[src/rtl/game_end_of_round_timer_pkg.sv]
// Shared defaults, state encoding and BCD helper for the end-of-round timer.
package game_end_of_round_timer_pkg;

  localparam int PRESCALE_DEFAULT    = 2_500_000;
  localparam int TIMER_TICKS_DEFAULT = 40;
  localparam int BLINK_TICKS_DEFAULT = 5;

  localparam logic [7:0] BCD_MAX = 8'h99;

  typedef enum logic {
    S_IDLE    = 1'b0,
    S_RUNNING = 1'b1
  } state_t;

  // Two-digit BCD increment that holds at 99 instead of wrapping.
  function automatic logic [7:0] bcd_inc(input logic [7:0] v);
    if (v == BCD_MAX) return v;
    if (v[3:0] == 4'd9) return {v[7:4] + 4'd1, 4'd0};
    return {v[7:4], v[3:0] + 4'd1};
  endfunction

endpackage

[src/rtl/game_end_of_round_timer_bcd_counter.sv]
// Two-digit saturating BCD tally; clear wins over increment.
module game_bcd_counter_2d
  import game_end_of_round_timer_pkg::*;
(
  input  logic       clk,
  input  logic       reset,
  input  logic       clear,
  input  logic       inc,
  output logic [7:0] value
);

  always_ff @(posedge clk or posedge reset) begin
    if (reset)      value <= 8'h00;
    else if (clear) value <= 8'h00;
    else if (inc)   value <= bcd_inc(value);
  end

endmodule

[src/rtl/game_end_of_round_timer.sv]
// End-of-round pause timer: holds the pause, blinks the display, latches and
// tallies the round result at expiry.
module game_end_of_round_timer
  import game_end_of_round_timer_pkg::*;
#(
  parameter int PRESCALE    = PRESCALE_DEFAULT,
  parameter int TIMER_TICKS = TIMER_TICKS_DEFAULT,
  parameter int BLINK_TICKS = BLINK_TICKS_DEFAULT
) (
  input  logic       clk,
  input  logic       reset,
  input  logic       end_of_game_timer_start,
  input  logic       game_won,
  input  logic       score_clear,
  output logic       end_of_game_timer_running,
  output logic       blink,
  output logic       round_done,
  output logic       last_result_valid,
  output logic       last_result_won,
  output logic [7:0] wins_bcd,
  output logic [7:0] losses_bcd
);

  localparam int PW = $clog2(PRESCALE);
  localparam int TW = $clog2(TIMER_TICKS + 1);
  localparam int BW = $clog2(BLINK_TICKS + 1);

  localparam logic [PW-1:0] PRESC_LAST = PW'(PRESCALE - 1);
  localparam logic [TW-1:0] TICKS_LOAD = TW'(TIMER_TICKS);
  localparam logic [BW-1:0] BLINK_LOAD = BW'(BLINK_TICKS);

  state_t        state, state_nx;
  logic [PW-1:0] presc;
  logic [TW-1:0] ticks_left;
  logic [BW-1:0] blink_cnt;
  logic          tick;
  logic          expire;
  logic          start;

  assign start  = end_of_game_timer_start;
  assign tick   = (state == S_RUNNING) && (presc == PRESC_LAST);
  assign expire = tick && (ticks_left == TW'(1));

  always_comb begin
    state_nx = state;
    case (state)
      S_IDLE:    if (start) state_nx = S_RUNNING;
      S_RUNNING: if (expire && !start) state_nx = S_IDLE;
      default:   state_nx = S_IDLE;
    endcase
  end

  always_ff @(posedge clk or posedge reset) begin
    if (reset) state <= S_IDLE;
    else       state <= state_nx;
  end

  assign end_of_game_timer_running = (state == S_RUNNING);

  always_ff @(posedge clk or posedge reset) begin
    if (reset) begin
      presc             <= '0;
      ticks_left        <= '0;
      blink_cnt         <= '0;
      blink             <= 1'b0;
      round_done        <= 1'b0;
      last_result_valid <= 1'b0;
      last_result_won   <= 1'b0;
    end else begin
      round_done <= expire;
      if (expire) begin
        last_result_valid <= 1'b1;
        last_result_won   <= game_won;
      end
      // A start always reloads the pause, even on the expiry edge.
      if (start) begin
        presc      <= '0;
        ticks_left <= TICKS_LOAD;
        blink_cnt  <= BLINK_LOAD;
        blink      <= 1'b1;
      end else if (state == S_RUNNING) begin
        if (tick) begin
          presc <= '0;
          if (expire) begin
            ticks_left <= '0;
            blink_cnt  <= '0;
            blink      <= 1'b0;
          end else begin
            ticks_left <= ticks_left - TW'(1);
            if (blink_cnt == BW'(1)) begin
              blink     <= ~blink;
              blink_cnt <= BLINK_LOAD;
            end else begin
              blink_cnt <= blink_cnt - BW'(1);
            end
          end
        end else begin
          presc <= presc + PW'(1);
        end
      end
    end
  end

  game_bcd_counter_2d u_wins (
    .clk   (clk),
    .reset (reset),
    .clear (score_clear),
    .inc   (expire && game_won),
    .value (wins_bcd)
  );

  game_bcd_counter_2d u_losses (
    .clk   (clk),
    .reset (reset),
    .clear (score_clear),
    .inc   (expire && !game_won),
    .value (losses_bcd)
  );

endmodule

[config.mk]
export PLATFORM = sky130hd
export DESIGN_NAME = game_end_of_round_timer
export DESIGN_NICKNAME = d
export VERILOG_FILES = /design/src/rtl/game_end_of_round_timer_pkg.sv /design/src/rtl/game_end_of_round_timer_bcd_counter.sv /design/src/rtl/game_end_of_round_timer.sv
export SDC_FILE = /design/constraint.sdc
export NUM_CORES = 1
export LEC_CHECK = 0
export CAP_MARGIN = 5
export CELL_PAD_IN_SITES_DETAIL_PLACEMENT = 0
export CELL_PAD_IN_SITES_GLOBAL_PLACEMENT = 1
export CORE_MARGIN = 3
export CORE_UTILIZATION = 35
export CTS_BUF_LIST = sky130_fd_sc_hd__clkbuf_4 sky130_fd_sc_hd__clkbuf_8
export DETAILED_ROUTE_END_ITERATION = 10
export PLACE_DENSITY = 0.71
export SETUP_SLACK_MARGIN = 0.5
export SLEW_MARGIN = 20
export SYNTH_ARGS = -nofsm -noshare
export SYNTH_HDL_FRONTEND = slang
export SYNTH_SLANG_ARGS = --single-unit
[constraint.sdc]
create_clock -name clk -period 2.9 [get_ports clk]
set_input_delay 0.87 -clock clk [delete_from_list [all_inputs] [get_ports clk]]
set_output_delay 0.87 -clock clk [all_outputs]
set_load 0.05 [all_outputs]
==> results.toml, run 1 <==
[outcome]
outcome = "complete, no violations"

[logic_synthesis]
syn_area_um2 = 2850
synth.distinct_cells = 45
yosysSeqAreaShare = 0.457
synth_edf_count = 0
avgSynthCellArea_um2 = 9.44
synth_warnings = 0
netlist_instances = 302
ys_ff_latch = 52
syn-num-nets = 320
synthArstFlopShare = 1.00
synthFlopType = "dfrtp_1"

[timing]
tightestPinTransition_ns = 0.589
relSlewSlack = 0.605
setup_viol = 0
min_period_over_period = 0.799
fin_crit_ns = 2.32
rsz0062_at_grt = "false"
fin_skew_ns = 0.00789
setup-tns-final_ns = 0
hold_viol = 0
fin_ws_ns = 0.583
max_freq_mhz = 432
slew_violations = 0

[floorplan]
die_w_um = 96.2
dieArea_um2 = 9260
rows = 32
start_util = 0.365
core-area_um2 = 7810
die_y_um = 96.2
io_pins = 26

[critical_path]
path_max_fanout = 2
crit_type = "register to output port"
endpoint_kind = "output port"
cpPeakStageDelay_ns = 0.80
worst-path-buf-inv = 1
crit_family = "buffers and inverters"
slowest_stage = "clkdlybuf4s50_1"
reg2reg_slack_ns = 0.66
arrival_ns = 1.45
startpoint_type = "register"
path_cells = "clkdlybuf4s50_1"
cp.required_ns = 2.03

[clocking]
holdBufCountCts = 0
cts_tree = "done"
insertion_delay_ns = 0.30
root_buffer = "clkbuf_8"
h-tree-depth = 2
cts_num_sinks = 52
cts.clk_slew.worst_paths_ns = 0.09
cts_buffers = 5
clk_path_buf_depth = 2

[route]
vias = 2222
drc_errors = 0
antenna_left = 0
dr.pass1.iters = 4
avgViaCountPerCell = 5.12
wl_per_cell_um = 14.3
first_iter_violations = 77
wl_um = 6200

[finish]
fillCellCount = 799
diodes = 0
final_util = 0.434
syn_to_final_growth_pct = 18.8
drive_gt1_frac = 0.127
finalNetCount = 349

[power]
leakagePower_nw = 1.56
power_w = 0.00125
p_per_area_nw_per_um2 = 369
peakVddDrop_uv = 150

[grt]
grt_pass1_vias = 2203
grt.overflow.total = 0
grt_max_degree = 53
grt_pass1_wl_um = 10800
track_usage = 0.147
grt_antenna_before_repair = 0

[worst_hold_path]
hp-class = "register to register"

[place]
dp_slack_ns = 0.103
dp_hpwl_um = 4320
port_buffers = 25
gp_congestion = 0.808

[flow_run]
drv_cap = 0
cell type report:
class	count	area, um^2	area share
well taps	102	128	0.0377
clock buffers	8	104	0.0307
inverters	15	56.3	0.0166
repair buffers	35	327	0.0965
flip-flops and latches	52	1310	0.387
multi-input cells	222	1460	0.432
metrics by stage:
| step | instance area, um^2 | hold WS [ns] | instances |
|---|---|---|---|
| 2_1_floorplan | 2880 | 0.488 | 302 |
| 3_3_place_gp | 3280 | 0.452 | 425 |
| 3_5_place_dp | 3280 | 0.455 | 425 |
| 4_1_cts | 3370 | 0.481 | 433 |
| 5_1_grt | 3390 | 0.502 | 434 |
| 6_report | 3390 | 0.476 | 434 |
flip-flops by register name, indices dropped and copies added (netlist names):
signal,cells
blink,1
blink_cnt,3
end_of_game_timer_running,1
last_result_valid,1
last_result_won,1
presc,22
round_done,1
ticks_left,6
u_losses.value,8
u_wins.value,8
cells in the final DEF (no fill, tap or decap), types with 3 or more instances in the layout:
master | netlist | routed
clkdlybuf4s50_1 | 0 | 4
ha_1 | 13 | 12
nand3b_1 | 7 | 7
inv_1 | 15 | 12
or4_1 | 4 | 3
a211oi_1 | 3 | 3
dlygate4sd2_1 | 0 | 17
nand2_1 | 16 | 16
nand2b_1 | 10 | 9
nand3_1 | 14 | 14
buf_4 | 0 | 9
nor4_1 | 8 | 8
nor3_1 | 4 | 4
dfrtp_1 | 52 | 46
dlymetal6s2s_1 | 0 | 4
xor2_1 | 17 | 17
o21ai_0 | 7 | 7
inv_2 | 0 | 3
xnor2_1 | 7 | 7
nor2_1 | 42 | 42
or3_1 | 4 | 4
nand4_1 | 13 | 13
dfrtp_2 | 0 | 6
or2_2 | 5 | 5
a21oi_1 | 13 | 13
and3_1 | 4 | 4
clkbuf_8 | 0 | 7
final timing paths:
check                                   from                end  cells past startpoint
min in group asynchronous              reset          presc[17]                      3
hold / removal             last_result_valid  last_result_valid                      1
max in group asynchronous              reset  u_losses.value[4]                      3
setup / recovery           last_result_valid  last_result_valid                      1
setup reg to reg           u_losses.value[4]  u_losses.value[6]                      6
hold reg to reg            last_result_valid  last_result_valid                      1
synthesized netlist by cell type (all sizes together), types with 2 or more instances:
master | n | area [um^2]
o21ai | 7 | 35.0
nand4 | 14 | 93.8
xor2 | 17 | 149
and3 | 4 | 25.0
or2 | 5 | 31.3
a211o | 2 | 17.5
nor2 | 42 | 158
or4 | 5 | 38.8
o21a | 2 | 15.0
nor4 | 9 | 71.3
and2 | 2 | 12.5
clkbuf | 11 | 41.3
ha | 13 | 163
nand3 | 14 | 70.1
o32ai | 2 | 17.5
nor3 | 5 | 30.0
o22ai | 2 | 12.5
buf | 2 | 10.0
a211oi | 3 | 22.5
inv | 15 | 56.3
a21o | 2 | 15.0
nand2 | 16 | 60.1
nand3b | 7 | 52.6
nand2b | 10 | 62.6
a31oi | 2 | 12.5
a21oi | 13 | 65.1
and3b | 2 | 17.5
xnor2 | 7 | 61.3
or3 | 4 | 25.0
dfrtp | 52 | 1300
report_power, final:
group	switching, W	total (W)	internal [W]
registers	0.00000447	0.000732	0.000728
clock network	0.000238	0.000466	0.000228
logic	0.0000349	0.0000527	0.0000178
cell families after synthesis:
logic type / Yosys count / synth area share
adder cells (fa/ha/maj): 13 / 0.0571
XOR/XNOR: 24 / 0.0737
AO/OA/AOI/OAI: 38 / 0.0843
flip-flops: 52 / 0.457
AND/OR/NAND/NOR: 146 / 0.287
multiplexers: 1 / 0.00351
buffers and inverters: 28 / 0.0378
layer usage:
layer | up-vias | GRT usage | part of all wire
li1 | 1116 | - | -
met1 | 1081 | 0.201 | 0.50
met2 | 20 | 0.240 | 0.47
met3 | 5 | 0.0313 | 0.026
met4 | 0 | 0.0320 | 0.0071
met5 | - | 0 | 0
repair_timing:
item	CTS	global route
endpoints found under the setup margin	17	32
pin swaps	2	0
resized for setup	18	5
buffers inserted	0	1
Note: power is estimated with default switching activity, not from simulation.
==> inputs of run 2 (changes only) <==
==> constraint.sdc (replaced) <==
create_clock -name clk -period 2.14 [get_ports clk]
set_input_delay 0.642 -clock clk [delete_from_list [all_inputs] [get_ports clk]]
set_output_delay 0.642 -clock clk [all_outputs]
set_load 0.05 [all_outputs]
==> run 2 against run 1 <==
Compared with the run above:
- design area up 30%
- total power up 37%
- critical path type is now register to register
- sequential share of layout area down 8.8 points
- largest cell class unchanged
==> results.toml, run 2 (same netlist as run 1, synthesis figures left out) <==
[outcome]
outcome = "complete, no violations"

[finish]
multi_input_area_um2 = 1850
mostFrequentLayoutCell = "buf_4"
seq_area_um2 = 1320
final_util = 0.565
finalNetCount = 411
fillCellCount = 718
final_cell_mix = "buf_4, dfrtp_1, nor2_1, buf_6, xor2_1"
diodes = 0
design_area_um2 = 4410
instances_no_fill = 495
syn_to_final_growth_pct = 54.8
max_flop_register = "presc"
largest_reg_flops = 22
largestRegisters = "presc (22), u_losses.value (8), u_wins.value (8)"
drive_gt1_frac = 0.476

[critical_path]
startpoint_type = "register"
cp.required_ns = 2.39
path_max_fanout = 3
crit_type = "register to register"
arrival_ns = 2.35
endpoint_kind = "register"

[power]
p_per_area_nw_per_um2 = 388
peakVddDrop_uv = 228
leakagePower_nw = 1.95

[clocking]
insertion_delay_ns = 0.31
cts_tree = "done"
root_buffer = "clkbuf_8"
h-tree-depth = 2
clk_path_buf_depth = 2
cts.clk_slew.worst_paths_ns = 0.09
cts_buffers = 5
holdBufCountCts = 0
cts_num_sinks = 52

[timing]
rsz0062_at_grt = "true"
tightestPinTransition_ns = 0.506
min_period_over_period = 0.982
fin_crit_ns = 2.10
hold_viol = 0
relSlewSlack = 0.662
max_freq_mhz = 476
fin_skew_ns = 0.00759
setup-tns-final_ns = 0
slew_violations = 0
setup_viol = 0
fin_ws_ns = 0.0382

[floorplan]
die_w_um = 96.2
core-area_um2 = 7810
io_pins = 26
rows = 32
die_y_um = 96.2
start_util = 0.365
dieArea_um2 = 9260

[route]
vias = 2481
dr.pass1.iters = 4
antenna_left = 0
wl_um = 7340
first_iter_violations = 47
drc_errors = 0
wl_per_cell_um = 14.8
avgViaCountPerCell = 5.01

[place]
dp_slack_ns = -0.379
placed_area_um2 = 3530
port_buffers = 25
dp_hpwl_um = 4770
gp_congestion = 0.801
dp.cells = 458

[grt]
grt_max_degree = 21
track_usage = 0.167
grt_antenna_before_repair = 0
grt.overflow.total = 0
grt_pass1_vias = 2489
grt_pass1_wl_um = 12000

[worst_hold_path]
hp-class = "register to register"

[flow_run]
drv_cap = 0
## run 2: cell types whose count changed in the layout (fill, tap and decap cells not counted), moves of 5 or more
cell and delta:
dfrtp_2 +7, dfrtp_1 -7, nor2_4 +14, buf_8 +9
dlygate4sd2_1 -15, a21oi_1 -8, nor2_1 -18, a21oi_2 +8
nor4_4 +5, buf_6 +20, buf_4 +49, nor4_1 -7
## run 2: timing repair
| action | CTS | global route |
|---|---|---|
| resized for setup | 62 | 76 |
| pin swaps | 52 | 23 |
| setup endpoints to repair | 55 | 60 |
| setup buffers | 14 | 13 |
| gates cloned | 3 | 0 |
## run 2: layer usage
metal | up-vias | share of wire | GRT usage
li1 | 1235 | - | -
met1 | 1207 | 0.46 | 0.217
met2 | 31 | 0.50 | 0.283
met3 | 8 | 0.028 | 0.0305
met4 | 0 | 0.013 | 0.0438
met5 | - | 0 | 0
## run 2: final cells by class
cell class | count | area share
inverters | 15 | 0.0136
multi-input cells | 222 | 0.419
flip-flops and latches | 52 | 0.299
clock buffers | 7 | 0.0218
repair buffers | 97 | 0.218
well taps | 102 | 0.0289
## run 2: critical path: stages, from the launching register on
cell,delay [ns]
dfrtp_2,0.42
inv_2,0.08
ha_4,0.12
nand3b_1,0.13
or3b_4,0.39
or4_4,0.43
or4_1,0.41
nand2_1,0.08
## run 2: worst paths after layout
path,cells past startpoint,startpoint,slack (ns),to
setup / recovery,7,u_losses.value[1],0.04,u_losses.value[7]
hold / removal,1,last_result_valid,0.48,last_result_valid
setup reg to reg,7,u_losses.value[1],0.04,u_losses.value[7]
hold reg to reg,1,last_result_valid,0.48,last_result_valid
max in group asynchronous,3,reset,0.96,ticks_left[2]
min in group asynchronous,2,reset,0.71,presc[20]
## run 2: through the flow
step	hold slack (ns)	power (W)
finish	0.483	0.00171
global route	0.513	0.00179
CTS	0.490	0.00173
detailed placement	0.457	0.00110
global placement	0.457	0.00110
floorplan	0.488	0.00105
## run 2: report_power, final
group / internal (W) / leakage, nW / switching (W)
logic: 0.0000484 / 1.22 / 0.0000680
registers: 0.000986 / 0.674 / 0.00000370
clock network: 0.000289 / 0.0503 / 0.000319
==> inputs of run 3 (changes only) <==
--- a/config.mk
+++ b/config.mk
@@ -11,6 +11,7 @@
 export CORE_MARGIN = 3
 export CORE_UTILIZATION = 35
 export CTS_BUF_LIST = sky130_fd_sc_hd__clkbuf_4 sky130_fd_sc_hd__clkbuf_8
+export CTS_CLUSTER_DIAMETER = 60
 export DETAILED_ROUTE_END_ITERATION = 10
 export PLACE_DENSITY = 0.71
 export SETUP_SLACK_MARGIN = 0.5
==> results of run 3 <==
The final DEF is identical to that of run 2; final timing and power are the same.
